--- src/rtl/mips_ctrl_pkg.sv ---
// rtl/mips_ctrl_pkg.sv - shared encodings for the multicycle MIPS control path
package mips_ctrl_pkg;

  // Sequencer states; codes are visible on the debug port
  typedef enum logic [2:0] {
    ST_FETCH  = 3'd0,
    ST_DECODE = 3'd1,
    ST_EXEC   = 3'd2,
    ST_MEM    = 3'd3,
    ST_WB     = 3'd4
  } state_e;

  // Instruction classes produced by mc_decode
  typedef enum logic [3:0] {
    IC_RTYPE   = 4'd0,
    IC_ORI     = 4'd1,
    IC_LUI     = 4'd2,
    IC_LW      = 4'd3,
    IC_SW      = 4'd4,
    IC_BEQ     = 4'd5,
    IC_J       = 4'd6,
    IC_JAL     = 4'd7,
    IC_ILLEGAL = 4'd8
  } iclass_e;

  // Opcodes (Instruction[31:26])
  localparam logic [5:0] OP_RTYPE = 6'b000000;
  localparam logic [5:0] OP_ORI   = 6'b001101;
  localparam logic [5:0] OP_LUI   = 6'b001111;
  localparam logic [5:0] OP_LW    = 6'b100011;
  localparam logic [5:0] OP_SW    = 6'b101011;
  localparam logic [5:0] OP_BEQ   = 6'b000100;
  localparam logic [5:0] OP_J     = 6'b000010;
  localparam logic [5:0] OP_JAL   = 6'b000011;

  // R-type function codes (Instruction[5:0])
  localparam logic [5:0] FN_ADDU = 6'b100001;
  localparam logic [5:0] FN_SUBU = 6'b100011;
  localparam logic [5:0] FN_OR   = 6'b100101;
  localparam logic [5:0] FN_SLT  = 6'b101010;

  // Next-PC select
  localparam logic [1:0] NPC_PC4    = 2'b00;
  localparam logic [1:0] NPC_BRANCH = 2'b01;
  localparam logic [1:0] NPC_JUMP   = 2'b10;

  // Register-file write-data select
  localparam logic [1:0] WD_ALU  = 2'b00;
  localparam logic [1:0] WD_DMEM = 2'b01;
  localparam logic [1:0] WD_PC   = 2'b10;

  // Register-file destination select
  localparam logic [1:0] GPR_RD  = 2'b00;
  localparam logic [1:0] GPR_RT  = 2'b01;
  localparam logic [1:0] GPR_R31 = 2'b10;

  // Immediate extender mode
  localparam logic [1:0] EXT_ZERO = 2'b00;
  localparam logic [1:0] EXT_SIGN = 2'b01;
  localparam logic [1:0] EXT_LUI  = 2'b10;

  // ALU operation
  localparam logic [1:0] ALU_ADD = 2'b00;
  localparam logic [1:0] ALU_SUB = 2'b01;
  localparam logic [1:0] ALU_OR  = 2'b10;
  localparam logic [1:0] ALU_SLT = 2'b11;

  // Extender mode implied by an instruction class
  function automatic logic [1:0] ext_op_of(input iclass_e c);
    case (c)
      IC_LW, IC_SW, IC_BEQ: ext_op_of = EXT_SIGN;
      IC_LUI:               ext_op_of = EXT_LUI;
      default:              ext_op_of = EXT_ZERO;
    endcase
  endfunction

endpackage

--- src/rtl/mc_decode.sv ---
// rtl/mc_decode.sv - op/funct to instruction class and illegal flag
module mc_decode
  import mips_ctrl_pkg::*;
(
  input  logic [5:0] op,
  input  logic [5:0] funct,
  output iclass_e    iclass,
  output logic [1:0] r_alu_op,
  output logic       illegal
);

  // Classify the instruction; R-type also yields its ALU operation
  always_comb begin
    iclass   = IC_ILLEGAL;
    r_alu_op = ALU_ADD;
    case (op)
      OP_RTYPE: begin
        case (funct)
          FN_ADDU: begin iclass = IC_RTYPE; r_alu_op = ALU_ADD; end
          FN_SUBU: begin iclass = IC_RTYPE; r_alu_op = ALU_SUB; end
          FN_OR:   begin iclass = IC_RTYPE; r_alu_op = ALU_OR;  end
          FN_SLT:  begin iclass = IC_RTYPE; r_alu_op = ALU_SLT; end
          default: iclass = IC_ILLEGAL;
        endcase
      end
      OP_ORI:  iclass = IC_ORI;
      OP_LUI:  iclass = IC_LUI;
      OP_LW:   iclass = IC_LW;
      OP_SW:   iclass = IC_SW;
      OP_BEQ:  iclass = IC_BEQ;
      OP_J:    iclass = IC_J;
      OP_JAL:  iclass = IC_JAL;
      default: iclass = IC_ILLEGAL;
    endcase
  end

  assign illegal = (iclass == IC_ILLEGAL);

endmodule

--- src/rtl/mc_sequencer.sv ---
// rtl/mc_sequencer.sv - five-state multicycle control FSM with retire counter
module mc_sequencer
  import mips_ctrl_pkg::*;
#(
  parameter int CNT_W = 32
)
(
  input  logic             clk,
  input  logic             rst,
  input  logic [5:0]       op,
  input  logic [5:0]       funct,
  input  logic             zero,
  input  logic             dm_ready,
  output logic             PCWr,
  output logic             IRWr,
  output logic             RFWr,
  output logic             DMWr,
  output logic [1:0]       NPCOp,
  output logic [1:0]       WDSel,
  output logic [1:0]       GPRSel,
  output logic             Bsel,
  output logic [1:0]       EXTOp,
  output logic [1:0]       ALUOp,
  output logic [2:0]       state,
  output logic             illegal,
  output logic [CNT_W-1:0] retire_cnt
);

  state_e     state_q;
  state_e     state_d;
  iclass_e    iclass;
  logic [1:0] r_alu_op;
  logic       dec_illegal;
  logic       retire;
  logic [1:0] alu_sel;
  logic       b_sel;
  logic [1:0] ext_sel;

  mc_decode u_decode (
    .op       (op),
    .funct    (funct),
    .iclass   (iclass),
    .r_alu_op (r_alu_op),
    .illegal  (dec_illegal)
  );

  assign state = state_q;

  // ALU-side controls per class; held unchanged from EXEC through WB
  always_comb begin
    alu_sel = ALU_ADD;
    b_sel   = 1'b0;
    ext_sel = ext_op_of(iclass);
    case (iclass)
      IC_RTYPE:     begin alu_sel = r_alu_op; b_sel = 1'b0; end
      IC_ORI:       begin alu_sel = ALU_OR;   b_sel = 1'b1; end
      IC_LUI:       begin alu_sel = ALU_OR;   b_sel = 1'b1; end
      IC_LW, IC_SW: begin alu_sel = ALU_ADD;  b_sel = 1'b1; end
      IC_BEQ:       begin alu_sel = ALU_SUB;  b_sel = 1'b0; end
      default:      begin alu_sel = ALU_ADD;  b_sel = 1'b0; end
    endcase
  end

  // Next state and datapath controls; everything forced low while in reset
  always_comb begin
    state_d = ST_FETCH;
    PCWr    = 1'b0;
    IRWr    = 1'b0;
    RFWr    = 1'b0;
    DMWr    = 1'b0;
    NPCOp   = NPC_PC4;
    WDSel   = WD_ALU;
    GPRSel  = GPR_RD;
    Bsel    = 1'b0;
    EXTOp   = EXT_ZERO;
    ALUOp   = ALU_ADD;
    illegal = 1'b0;
    retire  = 1'b0;
    if (!rst) begin
      case (state_q)
        ST_FETCH: begin
          IRWr    = 1'b1;
          PCWr    = 1'b1;
          NPCOp   = NPC_PC4;
          state_d = ST_DECODE;
        end
        ST_DECODE: begin
          EXTOp = ext_sel;
          case (iclass)
            IC_J: begin
              PCWr    = 1'b1;
              NPCOp   = NPC_JUMP;
              retire  = 1'b1;
              state_d = ST_FETCH;
            end
            IC_JAL: begin
              // PC already holds PC+4 from FETCH, so it is the link value
              PCWr    = 1'b1;
              NPCOp   = NPC_JUMP;
              RFWr    = 1'b1;
              GPRSel  = GPR_R31;
              WDSel   = WD_PC;
              retire  = 1'b1;
              state_d = ST_FETCH;
            end
            IC_ILLEGAL: begin
              illegal = dec_illegal;
              state_d = ST_FETCH;
            end
            default: state_d = ST_EXEC;
          endcase
        end
        ST_EXEC: begin
          ALUOp = alu_sel;
          Bsel  = b_sel;
          EXTOp = ext_sel;
          case (iclass)
            IC_BEQ: begin
              // Not-taken beq still retires; PC keeps the FETCH increment
              NPCOp   = NPC_BRANCH;
              PCWr    = zero;
              retire  = 1'b1;
              state_d = ST_FETCH;
            end
            IC_LW, IC_SW:             state_d = ST_MEM;
            IC_RTYPE, IC_ORI, IC_LUI: state_d = ST_WB;
            default:                  state_d = ST_FETCH;
          endcase
        end
        ST_MEM: begin
          ALUOp = alu_sel;
          Bsel  = b_sel;
          EXTOp = ext_sel;
          case (iclass)
            IC_SW: begin
              DMWr = 1'b1;
              if (dm_ready) begin
                retire  = 1'b1;
                state_d = ST_FETCH;
              end else begin
                state_d = ST_MEM;
              end
            end
            IC_LW:   state_d = dm_ready ? ST_WB : ST_MEM;
            default: state_d = ST_FETCH;
          endcase
        end
        ST_WB: begin
          ALUOp   = alu_sel;
          Bsel    = b_sel;
          EXTOp   = ext_sel;
          RFWr    = 1'b1;
          GPRSel  = (iclass == IC_RTYPE) ? GPR_RD : GPR_RT;
          WDSel   = (iclass == IC_LW) ? WD_DMEM : WD_ALU;
          retire  = 1'b1;
          state_d = ST_FETCH;
        end
        default: state_d = ST_FETCH;
      endcase
    end
  end

  // State register and retired-instruction counter
  always_ff @(posedge clk) begin
    if (rst) begin
      state_q    <= ST_FETCH;
      retire_cnt <= '0;
    end else begin
      state_q <= state_d;
      if (retire) begin
        retire_cnt <= retire_cnt + CNT_W'(1);
      end
    end
  end

endmodule
--- config.mk ---
export PLATFORM = sky130hd
export DESIGN_NAME = mc_sequencer
export DESIGN_NICKNAME = d
export VERILOG_FILES = /design/src/rtl/mips_ctrl_pkg.sv /design/src/rtl/mc_decode.sv /design/src/rtl/mc_sequencer.sv
export SDC_FILE = /design/constraint.sdc
export NUM_CORES = 1
export LEC_CHECK = 0
export CAP_MARGIN = 30
export CELL_PAD_IN_SITES_DETAIL_PLACEMENT = 0
export CELL_PAD_IN_SITES_GLOBAL_PLACEMENT = 1
export CORE_UTILIZATION = 30
export DETAILED_ROUTE_END_ITERATION = 12
export GPL_ROUTABILITY_DRIVEN = 0
export GPL_TIMING_DRIVEN = 0
export PLACE_DENSITY = 0.73
export SETUP_SLACK_MARGIN = 0.1
export SLEW_MARGIN = 10
export SYNTH_ARGS = -nofsm -noshare
export SYNTH_HDL_FRONTEND = slang
export SYNTH_SLANG_ARGS = --single-unit
--- constraint.sdc ---
create_clock -name clk -period 2.75 [get_ports clk]
set_clock_uncertainty 0.1 [all_clocks]
set_input_delay 0.6875 -clock clk [delete_from_list [all_inputs] [get_ports clk]]
set_output_delay 0.6875 -clock clk [all_outputs]
set_load 0.005 [all_outputs]
==> run metrics <==
Vias=2417; Slew Limit Fails=0; Post-DP Area=0.00290 mm2; endpoint class of the critical path=output port; Ports=67; FMAX=317 MHz; Critical Path Start Type=primary input; GRT Total Usage=18.8%; Placement Setup Slack=-1210 ps; routed len/inst=15.0 um; Synth cell types=48; Clock transition at path regs=70 ps; core footprint=0.00683 mm2; top_reg_cell synth=dfxtp_1; H-tree Lvls=2; Mapped Avg Cell Area=7.82 um2; Cells after DPL=432; Nets=391; WL met3=399 um; layout cells sized above 1=29.9%; post-synthesis sequential area ratio=32.7%; synthesis-to-finish area growth=64.9%; largest net degree at the start of global routing=11; TritonCTS clock tree=yes; # port buffers=62; Pleak=1.39 nW; Int Power=0.822 mW; Residual DRC=0; Slew HR=57.0%; Flop pwr share=46.6%; fin crit share=115%; Skew-Pair Late Insertion Delay=280 ps; final core occ=51.7%; measured slew at the worst slew-check pin=645 ps; Die Area=0.00749 mm2; Syn. warnings=0; clock power share=38.2%; Final Cell Area=0.00353 mm2; synthesized instance count=274; post-synthesis register bit count=35; # diodes=0; CTS max path bufs=2; WL final=7090 um; Rows=30; asr flop ratio synth=0%; Fin. Hold Viols=0; final setup vio count=6; total grt overflow=0; status=complete, but fails checks; Hold Crit Class=reg2reg; Syn Nets=291; CP Data Arrival Time=2370 ps; number of synthesized flops with an enable pin=0; Sw Share=24.9%; non-filler cells, final=471; number of routed nets with antenna violations=0; Root Buffer=clkbuf_8; wl on met1=3190 um; vias in the first global route=2194; MaxCap Viol Count=0; # clock sinks=35; antenna violations before repair=0; Peak VDD IR=0.225 mV; Req. time, crit path=1960 ps; fin crit period=3160 ps; Switch Pwr=0.273 mW; worst setup margin=-406 ps; first-pass GRT wire length=11200 um; number of DRC markers in iteration 0=102; Power Density=310 mW/mm2; Initial Util=31.4%; failing checks=negative setup slack; met2 wire len=3460 um; critical path class=in2out; Post-Syn Area=0.00214 mm2; DIE HEIGHT=86.5 um; Detailed Place HPWL=4600 um; Pre-antenna DRT Iters=4; cts hold-fix bufs=0; crit-path max FO=3; commonest cells after routing, fill and taps aside=37 x clkdlybuf4s50_1, 34 x dfxtp_1, 27 x nor2_1; total CTS buffers=5; Gate power share=15.2%; Horiz. Die Dim=86.5 um; most common cell after layout, fill and taps aside=clkdlybuf4s50_1; top routing layer in use=met4; vias per std cell=5.13; RSZ-0062 raised after global routing=yes
-- power by group through the flow --
stage | Combinational (mW) | Clock [mW] | Sequential [mW]
finish | 0.167 | 0.418 | 0.510
global route | 0.178 | 0.446 | 0.510
CTS | 0.142 | 0.420 | 0.510
detailed placement | 0.105 | 0 | 0.522
global placement | 0.105 | 0 | 0.521
floorplan | 0.0583 | 0 | 0.521
-- worst paths after layout --
check	from	end	slack [ps]	cells past startpoint
setup reg to reg	state[0]$_SDFF_PP0_	retire_cnt[19]$_SDFFE_PP0P_	240	8
setup / recovery	funct[1]	ALUOp[1]	-410	9
hold / removal	retire_cnt[1]$_SDFFE_PP0P_	retire_cnt[1]$_SDFFE_PP0P_	390	2
hold reg to reg	retire_cnt[1]$_SDFFE_PP0P_	retire_cnt[1]$_SDFFE_PP0P_	390	2
-- metal layers --
layer / global-route usage [%] / vias up
li1: - / 1196
met1: 24.8 / 1140
met2: 31.9 / 74
met3: 3.43 / 7
met4: 4.39 / 0
met5: 0 / -
-- through the flow --
| stage | hold WS [ps] | TNS, ps | power (mW) |
|---|---|---|---|
| after floorplan | 368 | -71.9 | 0.580 |
| after detailed placement | 377 | -28640 | 0.627 |
| after global placement | 365 | -27080 | 0.626 |
| after CTS | 386 | -2750 | 1.07 |
| after global routing | 413 | -2040 | 1.13 |
| final | 387 | -1630 | 1.09 |
-- cells by family (layout without fill, tap and decap cells) --
kind of cell | Yosys count | in the layout | share of synthesized area, %
AOI/OAI and AO/OA | 68 | 68 | 20.3
muxes | 1 | 1 | 0.525
xor gates and xnor gates | 21 | 21 | 8.58
adders and majority gates | 1 | 1 | 0.584
buffers and inverters | 25 | 126 | 5.25
and+or+nand+nor | 123 | 123 | 32.1
DFF | 35 | 35 | 32.7
-- final cells by class --
type | count | area (um2)
Tap cell | 96 | 120
Sequential cell | 35 | 702
Fill cell | 650 | 3300
Buffer | 19 | 161
Clock buffer | 8 | 100
Multi-Input combinational cell | 214 | 1580
Timing Repair Buffer | 93 | 848
Inverter | 6 | 22.5
-- synth_stat cells, types with 2 or more instances --
| master | n | share of area (%) |
|---|---|---|
| dfxtp_1 | 35 | 33 |
| nor2_1 | 34 | 6.0 |
| a21oi_1 | 22 | 5.1 |
| nand2_1 | 18 | 3.2 |
| xor2_1 | 18 | 7.4 |
| o21ai_0 | 17 | 4.0 |
| or3_1 | 12 | 3.5 |
| clkbuf_1 | 11 | 1.9 |
| o2111ai_1 | 9 | 3.7 |
| and3_1 | 6 | 1.8 |
| inv_1 | 6 | 1.1 |
| nor3_1 | 6 | 1.4 |
| o211ai_1 | 6 | 2.1 |
| nand3_1 | 5 | 1.2 |
| nor2b_1 | 5 | 1.5 |
| and4_1 | 4 | 1.6 |
| buf_2 | 4 | 0.93 |
| nand2b_1 | 4 | 1.2 |
| nor4_1 | 4 | 1.2 |
| nor4b_1 | 4 | 1.6 |
| o31ai_1 | 3 | 1.1 |
| or2_2 | 3 | 0.88 |
| or4_1 | 3 | 1.1 |
| xnor2_1 | 3 | 1.2 |
| a21o_1 | 2 | 0.70 |
| and4b_1 | 2 | 0.93 |
| clkbuf_2 | 2 | 0.47 |
| nand3b_1 | 2 | 0.70 |
| nand4_1 | 2 | 0.58 |
| nand4b_1 | 2 | 0.82 |
| o21a_1 | 2 | 0.70 |
| or4bb_1 | 2 | 1.1 |
-- registers in the layout, summed over array words and instances (netlist names) --
name,cells
state,3
retire_cnt,32
-- worst max-delay path, stage by stage --
cell and delay (ps):
buf_6 90, or4bb_4 540, a21oi_4 200, o41ai_4 110, nor4b_2 280, buf_4 180, nand2_2 50, a21oi_2 110
buf_2 120
-- repair_timing --
action                                  4_1_cts  5_1_grt
gates resized for setup                     107       58
pin swaps                                    26       21
gates cloned                                  1        0
endpoints found under the setup margin       48       37
buffers inserted                             30       10
(Power assumes the default switching activity.)
